===== src/rtl/lc3_dbg_pkg.sv =====
// Shared types for the LC-3 debug dump paths: widths, dump FSM states and the
// streamed tx word layout.
package lc3_dbg_pkg;

    localparam int DATA_W   = 16;
    localparam int NUM_REGS = 8;
    localparam int IDX_W    = 3;

    typedef enum logic [2:0] {
        IDLE,
        READ,
        SEND,
        SUM,
        DONE
    } dump_state_t;

    typedef struct packed {
        logic [IDX_W-1:0]  idx;
        logic [DATA_W-1:0] data;
        logic              last;
        logic              sum;
    } tx_word_t;

endpackage


===== src/rtl/regdump_tx_buf.sv =====
// Output holding register with a valid/ready handshake; width-generic so the
// memory dump path can reuse it with its own word layout.
module regdump_tx_buf #(
    parameter int W = 21
) (
    input  logic         Clk,
    input  logic         Reset,
    input  logic         load,
    input  logic [W-1:0] load_word,
    input  logic         ready,
    output logic         valid,
    output logic [W-1:0] word,
    output logic         fire
);

    assign fire = valid && ready;

    // NOTE: sequential state uses non-blocking assignments so every register
    // samples pre-edge values regardless of process ordering.
    always_ff @(posedge Clk) begin
        if (Reset) begin
            valid <= 1'b0;
            // NOTE: the word register is reset too, because the observable tx
            // fields must read zero after reset, not just tx_valid.
            word  <= '0;
        end else if (load) begin
            valid <= 1'b1;
            word  <= load_word;
        end else if (fire) begin
            valid <= 1'b0;
        end
    end

endmodule


===== src/rtl/regfile_dump_ctrl.sv =====
// Walks R0..R(NUM_REGS-1) through the SR1 select and streams each value out.
// Define REGDUMP_CHECKSUM_EN to append a modulo-2^DATA_W checksum word.
module regfile_dump_ctrl #(
    parameter int DATA_W   = lc3_dbg_pkg::DATA_W,
    parameter int NUM_REGS = lc3_dbg_pkg::NUM_REGS,
    parameter int IDX_W    = lc3_dbg_pkg::IDX_W
) (
    input  logic              Clk,
    input  logic              Reset,
    input  logic              start,
    output logic [IDX_W-1:0]  rf_sel,
    input  logic [DATA_W-1:0] rf_data,
    output logic              tx_valid,
    input  logic              tx_ready,
    output logic [IDX_W-1:0]  tx_idx,
    output logic [DATA_W-1:0] tx_data,
    output logic              tx_last,
    output logic              tx_sum,
    output logic              busy,
    output logic              done
);
    import lc3_dbg_pkg::*;

    localparam logic [IDX_W-1:0] LAST_IDX = IDX_W'(NUM_REGS - 1);

    typedef struct packed {
        logic [IDX_W-1:0]  idx;
        logic [DATA_W-1:0] data;
        logic              last;
        logic              sum;
    } word_t;

    dump_state_t      state, state_next;
    logic [IDX_W-1:0] idx;
    logic             grant_wait;
    logic             load, fire, valid;
    word_t            load_word, word;
`ifdef REGDUMP_CHECKSUM_EN
    logic [DATA_W-1:0] csum;
`endif

    always_ff @(posedge Clk) begin
        if (Reset) state <= IDLE;
        else       state <= state_next;
    end

    always_comb begin
        state_next = state;
        case (state)
            IDLE: if (start) state_next = READ;
            READ: if (!grant_wait) state_next = SEND;
`ifdef REGDUMP_CHECKSUM_EN
            SEND: if (fire) state_next = (idx == LAST_IDX) ? SUM : READ;
            SUM:  if (fire) state_next = DONE;
`else
            SEND: if (fire) state_next = (idx == LAST_IDX) ? DONE : READ;
`endif
            DONE: state_next = IDLE;
            default: state_next = IDLE;
        endcase
    end

    // The first read after start waits one cycle so the external SR1 mux,
    // which switches on busy, has settled before rf_data is captured.
    always_ff @(posedge Clk) begin
        if (Reset) begin
            idx        <= '0;
            grant_wait <= 1'b0;
        end else begin
            case (state)
                IDLE: if (start) begin
                    idx        <= '0;
                    grant_wait <= 1'b1;
                end
                READ: grant_wait <= 1'b0;
                SEND: if (fire && idx != LAST_IDX) idx <= idx + 1'b1;
                default: ;
            endcase
        end
    end

`ifdef REGDUMP_CHECKSUM_EN
    always_ff @(posedge Clk) begin
        if (Reset)                            csum <= '0;
        else if (state == IDLE && start)      csum <= '0;
        else if (state == READ && !grant_wait) csum <= csum + rf_data;
    end
`endif

    // NOTE: every comb output gets a default first, so no path leaves it
    // unassigned and no latch is inferred.
    always_comb begin
        load      = 1'b0;
        load_word = '0;
        case (state)
            READ: if (!grant_wait) begin
                load           = 1'b1;
                load_word.idx  = idx;
                load_word.data = rf_data;
`ifdef REGDUMP_CHECKSUM_EN
                load_word.last = 1'b0;
`else
                load_word.last = (idx == LAST_IDX);
`endif
            end
`ifdef REGDUMP_CHECKSUM_EN
            SUM: if (!valid) begin
                load           = 1'b1;
                load_word.data = csum;
                load_word.last = 1'b1;
                load_word.sum  = 1'b1;
            end
`endif
            default: ;
        endcase
    end

    assign rf_sel = idx;
    assign busy   = (state != IDLE);
    assign done   = (state == DONE);

    regdump_tx_buf #(
        .W($bits(word_t))
    ) u_tx_buf (
        .Clk       (Clk),
        .Reset     (Reset),
        .load      (load),
        .load_word (load_word),
        .ready     (tx_ready),
        .valid     (valid),
        .word      (word),
        .fire      (fire)
    );

    assign tx_valid = valid;
    assign tx_idx   = word.idx;
    assign tx_data  = word.data;
    assign tx_last  = word.last;
    assign tx_sum   = word.sum;

endmodule


===== config.mk =====
export PLATFORM = sky130hd
export DESIGN_NAME = regfile_dump_ctrl
export DESIGN_NICKNAME = d
export VERILOG_FILES = /design/src/rtl/lc3_dbg_pkg.sv /design/src/rtl/regdump_tx_buf.sv /design/src/rtl/regfile_dump_ctrl.sv
export SDC_FILE = /design/constraint.sdc
export NUM_CORES = 1
export LEC_CHECK = 0
export ABC_AREA = 1
export CORE_UTILIZATION = 35
export DETAILED_ROUTE_END_ITERATION = 12
export PLACE_DENSITY = 0.77
export REMOVE_ABC_BUFFERS = 1
export SYNTH_ARGS = -nofsm -noshare
export SYNTH_HDL_FRONTEND = slang
export SYNTH_SLANG_ARGS = --single-unit

===== constraint.sdc =====
create_clock -name Clk -period 4 [get_ports Clk]
set_input_delay 0.8 -clock Clk [delete_from_list [all_inputs] [get_ports Clk]]
set_output_delay 0.8 -clock Clk [all_outputs]
set_load 0.005 [all_outputs]

==> reports/metrics.csv, run 1 <==
metric,value,unit
status,"complete, no violations",
H-tree lvl count,1,
Max IR drop VDD,0.159,mV
worst path buffer plus inverter count,2,
DIE AREA,3530,um2
Final Wtd Congestion,0.786,
Int Pwr,515,uW
vias per cell,4.48,
detailed placer's ending HPWL,1650,um
clk_lat worst skew,330,ps
CP required,3200,ps
die height,59.4,um
TritonCTS Buffers,3,
pwr/cell area,425,nW/um2
Seq cells post-synth,28,
final setup fails,0,
DP Cell Count,228,
register share of total power,48.0,%
Avg Inst Size Synth,7.84,um2
CP max FO,9,
Final Skew,12.2,ps
worst min path class,register to register,
Area Overhead vs Synth,42.8,%
ANT cells,0,
final core occ,53.5,%
sequential share of the synthesized area,48.6,%
hold_buf cts,0,
final non-filler cell total,232,
Max Buffers Root-to-Sink,2,
most frequent cells in the layout,"45 x clkdlybuf4s50_1, 44 x nor2_1, 28 x dfxtp_1",
pin count of the biggest net entering global routing,24,
crit-path leading delay family,buffers and inverters,
per-cell routed wire length,10.2,um
Max-Cap Viols,0,
"CTS clk-pin slew, worst paths",150,ps
CP Data Arrival Time,1590,ps
Max Fclk,0.419,GHz
Chip Width,59.4,um
Initial Util,37.4,%
headroom to the max-slew limit,60.8,%
sw frac,26.2,%
min cycle time layout,2390,ps
clk sinks,28,
Final Hold Vio Count,0,
clock share of power,26.4,%
CTS root buffer,clkbuf_4,
crit path cell chain,"inv_1, nand2_1, clkdlybuf4s50_1",
PostCTS Resize Cnt,0,
Tot Pwr,699,uW
layout cells sized above 1,4.79,%
Comb power frac,25.6,%
CP startpoint kind,register,
post-route ant nets,0,
Core Area,3080,um2
DR DRC count,0,
first-pass GRT wire length,3820,um
CTS tree,built,
Slew @ Worst Pin,587,ps
PortBufs,45,
final setup TNS,0,ps
Netlist cell types,20,
IO Pins,47,
RSZ-0062 raised after global routing,no,
"Slew Viols, Final",0,
Sw Pwr,183,uW
Crit Path Class,register to primary output,
"most common cell after layout, fill and taps aside",clkdlybuf4s50_1,
1st-iter DRT viols,14,
Placement Cell Area,1590,um2
Global Route Usage Sum,14.2,%
via count,1039,
design area,1650,um2
CP Capture Type,primary output,
Post CTS Setup Buffer Count,0,
Post-Syn Area,1150,um2
gr ovfl total,0,
Post-Syn Instances,147,
drt first pass iters,3,
P_leak,0.000638,uW
site row count,20,
Worst path max stage delay,560,ps
Final #Nets,211,
CP max-delay cell,dfxtp_1,
vias in the first global route,952,
"Warnings, synthesis",0,
initial antenna violation count,0,
final worst path period share,59.7,%
drt total wl,2360,um
==> worst reg2reg max path, delay by kind of cell, from the launching register on <==
| family | cells | cell delay (ps) |
|---|---|---|
| and+or+nand+nor | 4 | 600 |
| DFF | 1 | 560 |
| buffers and inverters | 1 | 310 |
==> path summary, 6_finish.rpt <==
| check | cells past startpoint | end | startpoint | slack, ps |
|---|---|---|---|---|
| max | 3 | busy | state[1] | 1610 |
| max reg2reg | 5 | u_tx_buf.word[13] | state[1] | 2460 |
| min reg2reg | 2 | u_tx_buf.word[2] | u_tx_buf.word[2] | 500 |
| min | 2 | u_tx_buf.word[2] | u_tx_buf.word[2] | 500 |
==> power by group through the flow <==
| stage | clock network (uW) | logic (uW) | registers, uW |
|---|---|---|---|
| floorplan | 0 | 82.3 | 342 |
| global placement | 0 | 178 | 341 |
| detailed placement | 0 | 180 | 342 |
| CTS | 189 | 181 | 336 |
| global route | 200 | 203 | 341 |
| finish | 184 | 179 | 335 |
==> layout make-up <==
class	count	area [um2]
Timing Repair Buffer	45	450
Clock inverter	1	30.0
Clock buffer	3	22.5
Multi-Input combinational cell	104	499
Inverter	7	27.5
Sequential cell	28	561
Tap cell	44	55.1
Fill cell	309	1430
==> stage by stage <==
step,setup slack [ps],hold slack [ps]
finish,1610,497
global route,1510,528
CTS,1600,501
detailed placement,1830,472
global placement,1870,463
floorplan,2560,447
==> synth_stat cells (all sizes together) <==
cell type | number | share of area [%]
nand2 | 12 | 3.9
dfxtp | 28 | 49
clkinv | 1 | 0.43
clkbuf | 2 | 0.65
ha | 2 | 2.2
nand3 | 9 | 3.9
nor2 | 46 | 16
buf | 6 | 5.0
inv | 6 | 2.0
o21ai | 21 | 9.1
a21oi | 7 | 3.0
nand3b | 4 | 3.7
nor3 | 2 | 0.87
conb | 1 | 0.33
==> registers in the layout (all words and copies together) (netlist names) <==
name	flops
grant_wait	1
rf_sel	3
state	3
u_tx_buf.valid	1
u_tx_buf.word	20
==> layer usage <==
metal | share of wire, % | global-route usage [%]
met5 | 0 | 0
met1 | 47 | 17.3
met2 | 45 | 23.4
met3 | 7.2 | 4.15
met4 | 0.97 | 5.78
==> kinds of logic (layout without fill, tap and decap cells) <==
family,after synthesis,after routing,share of synthesized area (%)
other,1,1,0.325
DFF,28,28,48.6
AOI/OAI and AO/OA,28,28,12.2
buffers and inverters,15,56,8.03
and+or+nand+nor,73,73,28.7
adders and majority gates,2,2,2.17
Note: power is estimated with default switching activity, not from simulation.
==> inputs of run 2 (changes only) <==
==> constraint.sdc (replaced) <==
create_clock -name Clk -period 2.2 [get_ports Clk]
set_input_delay 0.44 -clock Clk [delete_from_list [all_inputs] [get_ports Clk]]
set_output_delay 0.44 -clock Clk [all_outputs]
set_load 0.005 [all_outputs]
==> run 2 against run 1 <==
  * Sequential power grew 82%
  * Critical endpoint unchanged
  * Power is 81% higher
  * Hold slack lost 1.5 ps
  * Critical path type unchanged
  * Setup slack worse by 1400 ps
==> reports/metrics.csv, run 2 (same netlist as run 1, synthesis figures left out) <==
metric,value,unit,change
Core Area,3080,um2,unchanged
RSZ-0062 raised after global routing,no,,
H-tree lvl count,1,,unchanged
min cycle time layout,2010,ps,
DR DRC count,0,,unchanged
"most common cell after layout, fill and taps aside",clkdlybuf4s50_1,,
met1 Resource Use GR,17.5,%,+0.25 points
CP Capture Type,primary output,,
detailed placer's ending HPWL,1720,um,+4.7%
DIE AREA,3530,um2,unchanged
"Slew Viols, Final",0,,unchanged
met2 Usage GRT,25.8,%,+2.4 points
per-cell routed wire length,10.4,um,+2.1%
die height,59.4,um,unchanged
1st-iter DRT viols,31,,+17
pin count of the biggest net entering global routing,24,,unchanged
PortBufs,45,,unchanged
post-route ant nets,0,,unchanged
CTS tree,built,,
Initial Util,37.4,%,unchanged
IO Pins,47,,unchanged
headroom to the max-slew limit,59.2,%,-1.6 points
vias per cell,4.42,,-1.3%
Max Fclk,0.497,GHz,
Chip Width,59.4,um,unchanged
final core occ,53.5,%,unchanged
CTS root buffer,clkbuf_4,,
site row count,20,,unchanged
layout cells sized above 1,4.79,%,unchanged
P_leak,0.000638,uW,unchanged
worst min path class,register to register,,
origin of the critical flop-to-flop path,state[1],,
CP startpoint kind,register,,
Global Route met3 Usage,3.28,%,-0.87 points
Max-Cap Viols,0,,unchanged
Global Route Usage Sum,14.9,%,+0.64 points
most used routing layer,met2,,
pwr/cell area,770,nW/um2,+81%
initial antenna violation count,0,,unchanged
fillcell total,324,,+4.9%
via count,1026,,-1.3%
most flop-heavy register,u_tx_buf.word,,
FF-to-FF setup slack,680,ps,-1780 ps
Crit Path Class,register to primary output,,
Post CTS Setup Buffer Count,0,,unchanged
WHS Path Cells,2,,unchanged
number of flip-flops under the largest register name,20,,unchanged
Final #Nets,211,,unchanged
Final Wtd Congestion,0.786,,about the same
vias in the first global route,952,,unchanged
CP required,1760,ps,-1440 ps
first-pass GRT wire length,4010,um,+5.1%
"CTS clk-pin slew, worst paths",150,ps,about the same
worst flop-to-flop path endpoint,u_tx_buf.word[7],,
hold_buf cts,0,,unchanged
status,"complete, no violations",,
final worst path period share,91.4,%,
drt total wl,2410,um,+2.1%
final setup TNS,0,ps,unchanged
TritonCTS Buffers,3,,unchanged
worst reg-to-reg path cell count,5,,unchanged
Final Skew,3.72,ps,-8.46 ps
Slew @ Worst Pin,611,ps,+23.3 ps
drt first pass iters,4,,+1
most frequent cells in the layout,"45 x clkdlybuf4s50_1, 44 x nor2_1, 28 x dfxtp_1",,
CP Data Arrival Time,1570,ps,-20 ps
Hold Path Sink,u_tx_buf.word[2],,
gr ovfl total,0,,unchanged
Max IR drop VDD,0.331,mV,+110%
Hold Startpoint,u_tx_buf.word[2],,
CP max FO,9,,unchanged
ANT cells,0,,unchanged
Final Hold Vio Count,0,,unchanged
final setup fails,0,,unchanged
Area Overhead vs Synth,42.8,%,unchanged
clk sinks,28,,unchanged
clk_lat worst skew,320,ps,about the same
PostCTS Resize Cnt,0,,unchanged
Max Buffers Root-to-Sink,2,,unchanged
==> run 2: cell counts in the layout (fill, tap and decap cells not counted) <==
No cell type changed its count.
==> run 2: critical path: stages (launching register included) <==
cell and delay (ps):
dfxtp_1 550, inv_1 120, nand2_1 90, clkdlybuf4s50_1 490
==> run 2: per-stage QoR <==
stage | power, uW | setup WS [ps] | std cells | area (um2) | hold slack (ps)
floorplan | 771 | 899 | 139 | 1090 | 447
global placement | 944 | 435 | 228 | 1590 | 462
detailed placement | 950 | 408 | 228 | 1590 | 470
CTS | 1290 | 174 | 232 | 1650 | 499
global route | 1350 | 87.3 | 232 | 1650 | 518
finish | 1270 | 189 | 232 | 1650 | 496
==> run 2: how the worst max path moves through the flow <==
stage | cells after the start | from | to
global placement | 4 | Reset | u_tx_buf.word[20]
floorplan | 7 | rf_sel[0] | rf_sel[0]
global route | 3 | state[1] | busy
detailed placement | 4 | Reset | u_tx_buf.word[17]
CTS | 3 | state[1] | busy
finish | 3 | state[1] | busy
==> run 2: layer usage <==
metal | routed length, um | vias up
met3 | 123 | 2
met1 | 1150 | 440
met2 | 1120 | 27
met5 | 0 | -
li1 | - | 557
met4 | 15 | 0
==> run 2: where the power goes <==
part / leakage [uW] / total [uW] / switching (uW) / internal (uW)
combinational: 0.000380 / 328 / 141 / 186
sequential: 0.000230 / 609 / 42.0 / 567
clock: 0.0000279 / 330 / 146 / 184
total: 0.000638 / 1270 / 330 / 937
==> run 2: area by class of cell <==
class                      count  area, um2  area share [%]
sequential                    28        561            34.1
multi-input combinational    104        499            30.3
timing repair buffer          45        450            27.4
tap                           44       55.1            3.35
clock inverter                 1       30.0            1.83
inverter                       7       27.5            1.67
clock buffer                   3       22.5            1.37
